--- src/rtl/filter_seq_ctrl.sv ---
// Sampling sequencer between the pad ring and the FILTER core: paces samples, runs the ADC
// convert/read handshake, hands samples to the filter and writes results to the DAC.
module filter_seq_ctrl #(
  parameter int SAMPLE_DIV   = 100,
  parameter int CONV_TIMEOUT = 64,
  parameter int RD_CYCLES    = 2,
  parameter int WR_CYCLES    = 2
) (
  input  logic       CLK,
  input  logic       RESET,
  input  logic       ADC_Eoc,
  input  logic [7:0] ADC_Data,
  output logic       ADC_Convst,
  output logic       ADC_cs,
  output logic       ADC_Rd,
  output logic [7:0] Sample_Out,
  output logic       Sample_Valid,
  input  logic [7:0] Result_In,
  input  logic       Result_Valid,
  output logic [7:0] DAC_Data,
  output logic       DAC_cs,
  output logic       DAC_WR,
  output logic       LDAC,
  output logic       CLR,
  input  logic       Flag_Clr,
  output logic       Overrun,
  output logic       Timeout
);

  localparam int PER_W    = (SAMPLE_DIV > 1) ? $clog2(SAMPLE_DIV) : 1;
  localparam int TMO_W    = $clog2(CONV_TIMEOUT + 1);
  localparam int STRB_MAX = (RD_CYCLES > WR_CYCLES) ? ((RD_CYCLES > 2) ? RD_CYCLES : 2)
                                                    : ((WR_CYCLES > 2) ? WR_CYCLES : 2);
  localparam int STRB_W   = $clog2(STRB_MAX + 1);

  typedef enum logic [2:0] {
    S_IDLE, S_CONVST, S_WAIT_EOC, S_READ, S_PROC, S_WRITE, S_LOAD
  } state_e;

  state_e            state_q;
  logic [PER_W-1:0]  period_q, period_d;
  logic [TMO_W-1:0]  tmo_q;
  logic [STRB_W-1:0] strb_q;
  logic              eoc_meta_q, eoc_s_q;
  logic [1:0]        clr_cnt_q;
  logic              clr_n_q;
  logic              convst_n_q, adc_cs_n_q, adc_rd_n_q;
  logic              dac_cs_n_q, dac_wr_n_q, ldac_n_q;
  logic [7:0]        sample_q, dac_data_q;
  logic              sample_valid_q;
  logic              overrun_q, overrun_d, timeout_q, timeout_d;
  logic              tick, tmo_event;

  assign tick      = (period_q == PER_W'(SAMPLE_DIV - 1));
  assign tmo_event = (state_q == S_WAIT_EOC) && eoc_s_q && (tmo_q == TMO_W'(CONV_TIMEOUT - 1));

  // NOTE: every signal assigned in always_comb gets a default first, so no latch is inferred.
  always_comb begin
    period_d  = tick ? '0 : period_q + 1'b1;
    overrun_d = overrun_q & ~Flag_Clr;
    timeout_d = timeout_q & ~Flag_Clr;
    if (tick && (state_q != S_IDLE)) overrun_d = 1'b1;
    if (tmo_event)                   timeout_d = 1'b1;
  end

  // NOTE: sequential state uses non-blocking assignments so every flop samples pre-edge values.
  always_ff @(posedge CLK or posedge RESET) begin
    if (RESET) begin
      period_q  <= '0;
      overrun_q <= 1'b0;
      timeout_q <= 1'b0;
    end else begin
      period_q  <= period_d;
      overrun_q <= overrun_d;
      timeout_q <= timeout_d;
    end
  end

  // NOTE: synchronizer resets to the inactive (high) level so reset cannot fake an EOC.
  always_ff @(posedge CLK or posedge RESET) begin
    if (RESET) begin
      eoc_meta_q <= 1'b1;
      eoc_s_q    <= 1'b1;
    end else begin
      eoc_meta_q <= ADC_Eoc;
      eoc_s_q    <= eoc_meta_q;
    end
  end

  // DAC clear is held for four cycles after reset release, then stays released.
  always_ff @(posedge CLK or posedge RESET) begin
    if (RESET) begin
      clr_cnt_q <= '0;
      clr_n_q   <= 1'b0;
    end else if (!clr_n_q) begin
      if (clr_cnt_q == 2'd3) clr_n_q   <= 1'b1;
      else                   clr_cnt_q <= clr_cnt_q + 1'b1;
    end
  end

  always_ff @(posedge CLK or posedge RESET) begin
    if (RESET) begin
      state_q        <= S_IDLE;
      tmo_q          <= '0;
      strb_q         <= '0;
      convst_n_q     <= 1'b1;
      adc_cs_n_q     <= 1'b1;
      adc_rd_n_q     <= 1'b1;
      dac_cs_n_q     <= 1'b1;
      dac_wr_n_q     <= 1'b1;
      ldac_n_q       <= 1'b1;
      sample_q       <= '0;
      sample_valid_q <= 1'b0;
      dac_data_q     <= '0;
    end else begin
      sample_valid_q <= 1'b0;
      unique case (state_q)
        S_IDLE: begin
          if (tick) begin
            state_q    <= S_CONVST;
            convst_n_q <= 1'b0;
            strb_q     <= '0;
          end
        end
        S_CONVST: begin
          if (strb_q == STRB_W'(1)) begin
            state_q    <= S_WAIT_EOC;
            convst_n_q <= 1'b1;
            tmo_q      <= '0;
          end else begin
            strb_q <= strb_q + 1'b1;
          end
        end
        S_WAIT_EOC: begin
          if (!eoc_s_q) begin
            state_q    <= S_READ;
            adc_cs_n_q <= 1'b0;
            adc_rd_n_q <= 1'b0;
            strb_q     <= '0;
          end else if (tmo_event) begin
            state_q <= S_IDLE;
          end else begin
            tmo_q <= tmo_q + 1'b1;
          end
        end
        S_READ: begin
          if (strb_q == STRB_W'(RD_CYCLES - 1)) begin
            state_q        <= S_PROC;
            adc_cs_n_q     <= 1'b1;
            adc_rd_n_q     <= 1'b1;
            sample_q       <= ADC_Data;
            sample_valid_q <= 1'b1;
          end else begin
            strb_q <= strb_q + 1'b1;
          end
        end
        S_PROC: begin
          if (Result_Valid) begin
            state_q    <= S_WRITE;
            dac_data_q <= Result_In;
            dac_cs_n_q <= 1'b0;
            dac_wr_n_q <= 1'b0;
            strb_q     <= '0;
          end
        end
        S_WRITE: begin
          if (strb_q == STRB_W'(WR_CYCLES - 1)) begin
            state_q    <= S_LOAD;
            dac_cs_n_q <= 1'b1;
            dac_wr_n_q <= 1'b1;
            ldac_n_q   <= 1'b0;
          end else begin
            strb_q <= strb_q + 1'b1;
          end
        end
        S_LOAD: begin
          state_q  <= S_IDLE;
          ldac_n_q <= 1'b1;
        end
        default: state_q <= S_IDLE;
      endcase
    end
  end

  assign ADC_Convst   = convst_n_q;
  assign ADC_cs       = adc_cs_n_q;
  assign ADC_Rd       = adc_rd_n_q;
  assign Sample_Out   = sample_q;
  assign Sample_Valid = sample_valid_q;
  assign DAC_Data     = dac_data_q;
  assign DAC_cs       = dac_cs_n_q;
  assign DAC_WR       = dac_wr_n_q;
  assign LDAC         = ldac_n_q;
  assign CLR          = clr_n_q;
  assign Overrun      = overrun_q;
  assign Timeout      = timeout_q;

endmodule

--- config.mk ---
export PLATFORM = sky130hd
export DESIGN_NAME = filter_seq_ctrl
export DESIGN_NICKNAME = d
export VERILOG_FILES = /design/src/rtl/filter_seq_ctrl.sv
export SDC_FILE = /design/constraint.sdc
export NUM_CORES = 1
export LEC_CHECK = 0
export ABC_AREA = 1
export CAP_MARGIN = 20
export CORE_MARGIN = 2
export CORE_UTILIZATION = 45
export DETAILED_ROUTE_END_ITERATION = 12
export GPL_ROUTABILITY_DRIVEN = 0
export PLACE_DENSITY = 0.83
export SLEW_MARGIN = 40
export SYNTH_ARGS = -nofsm -noshare
export SYNTH_HDL_FRONTEND = slang
export SYNTH_SLANG_ARGS = --single-unit
--- constraint.sdc ---
create_clock -name CLK -period 2.8 [get_ports CLK]
set_input_delay 0.42 -clock CLK [delete_from_list [all_inputs] [get_ports CLK]]
set_output_delay 0.42 -clock CLK [all_outputs]
set_load 0.05 [all_outputs]
==> summary.md, run 1 <==
| Metric | Value |
|---|---|
| Status | `completed` |
| Largest net degree at the start of global routing | `26` |
| Critical path endpoint category | `output pin` |
| Critical path class | `reg -> out` |
| Nets | `321` |
| Startpoint Class | `flop` |
| Die Ht | `73.64 um` |
| Register area share after synthesis | `0.5424` |
| Initial antenna violation count | `0` |
| CTS resizes | `0` |
| Logic pwr share | `0.036` |
| Gr ovfl total | `0` |
| Commonest non-fill, non-tap cell in the layout | `nand2_1` |
| Most frequent cells in the layout | `73 x nand2_1, 46 x clkdlybuf4s50_1, 41 x dfrtp_1, 27 x inv_1, 20 x nor2_1` |
| Placed insts | `343` |
| Sw Share | `0.1929` |
| Area of the core | `0.004692 sq mm` |
| Flops & latches, synth | `47` |
| Peak VDD IR | `0.3453 mV` |
| Root Driver | `clkbuf_8` |
| Hold Crit Depth | `0` |
| Int Power | `996.1 uW` |
| Global-route wire length before repair | `7.265 mm` |
| PortBufs | `46` |
| CP max-delay cell | `clkdlybuf4s50_1` |
| DR vias/cell | `4.815` |
| Layout cell share with drive strength beyond 1 | `0.1380` |
| Share of total power in sequential cells | `0.552` |
| Rows | `25` |
| Post-Synthesis Cells | `243` |
| Total leakage power | `0.001332 uW` |
| Inserted Clock Buffers | `5` |
| Drt drc | `0` |
| Post-route insts no fill | `351` |
| Post-CTS Setup Bufs | `0` |
| WL per Instance | `11.69 um` |
| Setup TNS | `0 ns` |
| Post-Route WL | `4.104 mm` |
| Asr flop ratio synth | `1.000` |
| Horiz. Die Dim | `73.64 um` |
| RSZ-0062 raised after global routing | `false` |
| Final Hold Viols | `0` |
| Crit path arrival time | `1.65 ns` |
| Number of synthesized flops with an enable pin | `0` |
| Slew headroom | `0.6501` |
| P per Cell Area | `436.5 mW/mm^2` |
| Final setup vio count | `0` |
| Reg2Reg Depth | `9` |
| Worst path max stage delay | `0.81 ns` |
| Psw | `238.1 uW` |
| CP cell instances | `clkdlybuf4s50_1` |
| Htree depth | `2` |
| Max-Cap Viols | `0` |
| Synth unique cells | `31` |
| DIE AREA | `0.005422 sq mm` |
| Iter 0 DRT Violations | `69` |
| Clock skew | `0.003584 ns` |
| CP bufs+invs | `1` |
| WP depth | `1` |
| Crit-path max FO | `3` |
| Syn. warnings | `0` |
| CP delay by family, top | `buffers and inverters` |
| Power Total | `1234 uW` |
| Number of global-route vias before repair | `1666` |
| Dpl hpwl | `3.107 mm` |
| CTS tree | `yes` |
| Final min period | `2.073 ns` |
| Clock-pin slew on the worst setup and hold paths | `0.08 ns` |
| HP Class | `reg -> reg` |
| Worst-Skew Late Latency | `0.30 ns` |
| Final Max Tran Viols | `0` |
| Final period utilization | `0.7402` |
| DRT antenna net count | `0` |
| Total GRT Usage | `0.1748` |
| DR pass1 iterations | `4` |
| Setup crit start | `DAC_WR` |
| Worst slew pin tran | `0.5233 ns` |
| Mean Syn Cell Area | `8.980 sq um` |
| Area growth syn-to-layout | `29.59%` |
| Final core occ | `0.6027` |
| Clock network power share | `0.412` |
| Critical Path RT | `2.38 ns` |
| Syn Std Cell Area | `0.002182 sq mm` |
| # diodes | `0` |
| Max Clk Rate | `482.5 MHz` |
| Clock tree buffer depth | `2` |
| # IOs | `47` |
| # clock sinks | `47` |
| Vias | `1690` |
| Starting Density | `0.4651` |
| Cts hold-fix bufs | `0` |
| Beginning of the worst hold path | `eoc_meta_q` |
| Post-Syn Nets | `268` |
| Top FF cell, synth | `dfrtp_1` |
| Reg2reg start | `tmo_q[0]` |
-- routing by layer --
layer	wire length (um)	global-route usage	vias to the layer above
met2	2072	0.2937	28
met5	0	0	-
li1	-	-	867
met1	1793	0.2160	789
met4	60	0.06061	0
met3	178	0.04801	6
-- flip-flops by register name (all words and copies together), names as in the netlist --
| name | count |
|---|---|
| Sample_Out | 8 |
| DAC_Data | 8 |
| eoc_s_q | 1 |
| eoc_meta_q | 1 |
| clr_cnt_q | 2 |
| DAC_WR | 1 |
| strb_q | 2 |
| tmo_q | 7 |
| Timeout | 1 |
| ADC_Rd | 1 |
| period_q | 7 |
| ADC_Convst | 1 |
| Overrun | 1 |
| CLR | 1 |
| state_q | 3 |
| LDAC | 1 |
| Sample_Valid | 1 |
-- power by group through the flow --
stage          clock (uW)  sequential, uW  combinational, uW
2_1_floorplan           0             695               10.9
3_3_place_gp            0             695               45.1
3_5_place_dp            0             695               45.9
4_1_cts               526             682               46.0
5_1_grt               554             682               49.9
6_report              508             682               44.5
-- through the flow --
stage	cell area, sq um	worst slack (ns)	hold WS [ns]
4_1_cts	2828	0.7091	0.3625
3_5_place_dp	2710	1.046	0.3494
5_1_grt	2828	0.6848	0.3656
6_report	2828	0.7273	0.3594
2_1_floorplan	2182	1.274	0.3452
3_3_place_gp	2710	1.073	0.3463
-- cell families after synthesis --
group / share of synthesized area
AND/OR/NAND/NOR: 0.2511
AO/OA/AOI/OAI: 0.05563
adder cells (fa/ha/maj): 0.02294
XOR/XNOR: 0.02007
flip-flops: 0.5424
multiplexers: 0.04128
buffers and inverters: 0.06651
-- synth_stat cells, drive strengths merged (2+ instances only) --
cell	instances	area [sq um]
inv	34	130.1
a21oi	4	20.02
dfrtp	41	1026
ha	4	50.05
xnor2	3	26.28
xor2	2	17.52
dfstp	6	157.7
buf	2	15.01
nand2	80	332.8
o21ai	12	63.81
nor2	22	92.59
nand3	17	97.60
mux2	8	90.08
-- path summary, 6_finish.rpt --
kind                            end  slack, ns
max                          DAC_WR       0.73
min                         eoc_s_q       0.36
max reg2reg                tmo_q[0]       1.29
min reg2reg                 eoc_s_q       0.36
max in group asynchronous      LDAC       1.71
min in group asynchronous       CLR       0.47
-- area by class of cell --
| type | instances | area, sq um |
|---|---|---|
| flip-flops and latches | 47 | 1184 |
| clock inverters | 2 | 35.03 |
| well taps | 54 | 67.56 |
| repair buffers | 48 | 475.5 |
| fillers | 400 | 1864 |
| inverters | 34 | 130.1 |
| multi-input cells | 160 | 853.3 |
| clock buffers | 6 | 82.58 |
Power figures use the tool's default switching activity.
==> run 2: changes to the inputs <==
==> constraint.sdc (replaced) <==
create_clock -name CLK -period 2.1 [get_ports CLK]
set_input_delay 0.315 -clock CLK [delete_from_list [all_inputs] [get_ports CLK]]
set_output_delay 0.315 -clock CLK [all_outputs]
set_load 0.05 [all_outputs]
==> summary.md, run 2 (same netlist as run 1, synthesis figures left out) <==
| Metric | Value |
|---|---|
| Status | `completed (unchanged)` |
| Final period utilization | `0.9356` |
| Most frequent cells in the layout | `73 x nand2_1, 46 x clkdlybuf4s50_1, 41 x dfrtp_1, 27 x inv_1, 20 x nor2_1 (unchanged)` |
| RR Endpoint | `tmo_q[0] (unchanged)` |
| DIE AREA | `0.005422 sq mm (unchanged)` |
| Post-Route WL | `3.995 mm (was 4.104 mm)` |
| Layout cell share with drive strength beyond 1 | `0.1351 (was 0.1380)` |
| Cts hold-fix bufs | `0 (unchanged)` |
| Area of the core | `0.004692 sq mm (unchanged)` |
| Gr ovfl total | `0 (unchanged)` |
| CTS tree | `yes (unchanged)` |
| Starting Density | `0.4651 (unchanged)` |
| Worst-Skew Late Latency | `0.29 ns (was 0.30 ns)` |
| Initial antenna violation count | `0 (unchanged)` |
| HP Class | `in -> async (was reg -> reg)` |
| Final instance area | `0.002833 sq mm (was 0.002828 sq mm)` |
| Iter 0 DRT Violations | `58 (was 69)` |
| WL per Instance | `11.41 um (was 11.69 um)` |
| Dpl hpwl | `2.992 mm (was 3.107 mm)` |
| Reg2reg start | `tmo_q[0] (unchanged)` |
| Dpl cell area | `0.002715 sq mm (was 0.002710 sq mm)` |
| Setup crit start | `DAC_WR (unchanged)` |
| Crit path arrival time | `1.65 ns (about the same)` |
| Reg2Reg Depth | `9 (unchanged)` |
| P per Cell Area | `584.3 mW/mm^2 (was 436.5 mW/mm^2)` |
| PortBufs | `46 (unchanged)` |
| Critical path class | `reg -> out (unchanged)` |
| Number of global-route vias before repair | `1656 (was 1666)` |
| CTS resizes | `0 (unchanged)` |
| Reg2reg setup slack | `0.59 ns (was 1.29 ns)` |
| Worst slew pin tran | `0.5061 ns (was 0.5233 ns)` |
| Post-CTS Setup Bufs | `0 (unchanged)` |
| Critical Path RT | `1.78 ns (was 2.38 ns)` |
| Crit-path max FO | `3 (unchanged)` |
| Slew headroom | `0.6616 (was 0.6501)` |
| CP max-delay cell | `clkdlybuf4s50_1 (unchanged)` |
| RSZ-0062 raised after global routing | `false (unchanged)` |
| Rows | `25 (unchanged)` |
| Hold WS | `0.3585 ns (was 0.3594 ns)` |
| Commonest non-fill, non-tap cell in the layout | `nand2_1 (unchanged)` |
| Max Clk Rate | `509.0 MHz` |
| DR vias/cell | `4.840 (was 4.815)` |
| CP cell instances | `clkdlybuf4s50_1 (unchanged)` |
| Htree depth | `2 (unchanged)` |
| Root Driver | `clkbuf_8 (unchanged)` |
| Max-Cap Viols | `0 (unchanged)` |
| Total leakage power | `0.001332 uW (about the same)` |
| Final Max Tran Viols | `0 (unchanged)` |
| Final setup vio count | `0 (unchanged)` |
| Power Total | `1655 uW (was 1234 uW)` |
| Largest net degree at the start of global routing | `48 (was 26)` |
| Area growth syn-to-layout | `29.82% (was 29.59%)` |
| Horiz. Die Dim | `73.64 um (unchanged)` |
| Critical path endpoint category | `output pin (unchanged)` |
| Total GRT Usage | `0.1630 (was 0.1748)` |
| Global-route wire length before repair | `6.927 mm (was 7.265 mm)` |
| Worst path max stage delay | `0.81 ns (about the same)` |
| # diodes | `0 (unchanged)` |
| Setup TNS | `0 ns (unchanged)` |
| Peak VDD IR | `0.3170 mV (was 0.3453 mV)` |
| # IOs | `47 (unchanged)` |
| Final min period | `1.965 ns` |
| Inserted Clock Buffers | `5 (unchanged)` |
| Clock-pin slew on the worst setup and hold paths | `0.09 ns (was 0.08 ns)` |
| DRT antenna net count | `0 (unchanged)` |
| Clock tree buffer depth | `2 (unchanged)` |
| Die Ht | `73.64 um (unchanged)` |
| CP Capture Point | `DAC_cs (was DAC_WR)` |
| Startpoint Class | `flop (unchanged)` |
| WP depth | `1 (unchanged)` |
| DR pass1 iterations | `4 (unchanged)` |
| Drt drc | `0 (unchanged)` |
| Clock skew | `0.002603 ns (was 0.003584 ns)` |
| CP delay by family, top | `buffers and inverters (unchanged)` |
| # clock sinks | `47 (unchanged)` |
| Nets | `320 (was 321)` |
| CP bufs+invs | `1 (unchanged)` |
| Final Hold Viols | `0 (unchanged)` |
| Vias | `1694 (was 1690)` |
==> run 2: through the flow <==
stage | instances | setup WS [ns] | utilization
finish | 350 | 0.1352 | 0.6037
global route | 350 | 0.09167 | 0.6037
CTS | 350 | 0.1222 | 0.6037
detailed placement | 342 | 0.4549 | 0.5787
global placement | 342 | 0.4775 | 0.5787
floorplan | 243 | 0.6788 | -
==> run 2: worst min-delay path by stage <==
stage	slack [ns]	endpoint	startpoint
4_1_cts	0.36	eoc_s_q	eoc_meta_q
3_3_place_gp	0.35	eoc_s_q	eoc_meta_q
2_1_floorplan	0.32	eoc_meta_q	ADC_Eoc
3_5_place_dp	0.35	eoc_s_q	eoc_meta_q
5_1_grt	0.37	eoc_s_q	eoc_meta_q
6_report	0.36	CLR	RESET
==> run 2: routing by layer <==
| layer | wire length, um | GRT usage | vias to the layer above |
|---|---|---|---|
| li1 | - | - | 864 |
| met1 | 1828 | 0.2155 | 784 |
| met2 | 1905 | 0.2609 | 38 |
| met3 | 176 | 0.02743 | 8 |
| met4 | 85 | 0.07677 | 0 |
| met5 | 0 | 0 | - |
==> run 2: tightest hold or removal path, delay by kind of cell <==
family	cells	cell delay, ns
buf+inv	3	0.72
==> run 2: final cells by class <==
cell class                      instances  area (sq um)
Fill cell                             392          1859
Sequential cell                        47          1184
Multi-Input combinational cell        160         853.3
Timing Repair Buffer                   47         480.5
Inverter                               34         130.1
Clock buffer                            6         82.58
Tap cell                               54         67.56
Clock inverter                          2         35.03
==> run 2: power by group <==
part           internal, uW  leakage (uW)  switching [uW]
clock                   385     0.0000612             301
combinational          36.6      0.000708            23.6
sequential              908      0.000563           0.672
==> run 3: changes to the inputs <==
--- a/config.mk
+++ b/config.mk
@@ -10,7 +10,6 @@
 export CORE_MARGIN = 2
 export CORE_UTILIZATION = 45
 export DETAILED_ROUTE_END_ITERATION = 12
-export GPL_ROUTABILITY_DRIVEN = 0
 export PLACE_DENSITY = 0.83
 export SLEW_MARGIN = 40
 export SYNTH_ARGS = -nofsm -noshare
==> results of run 3 <==
The final DEF is identical to that of run 2; final timing and power are the same.
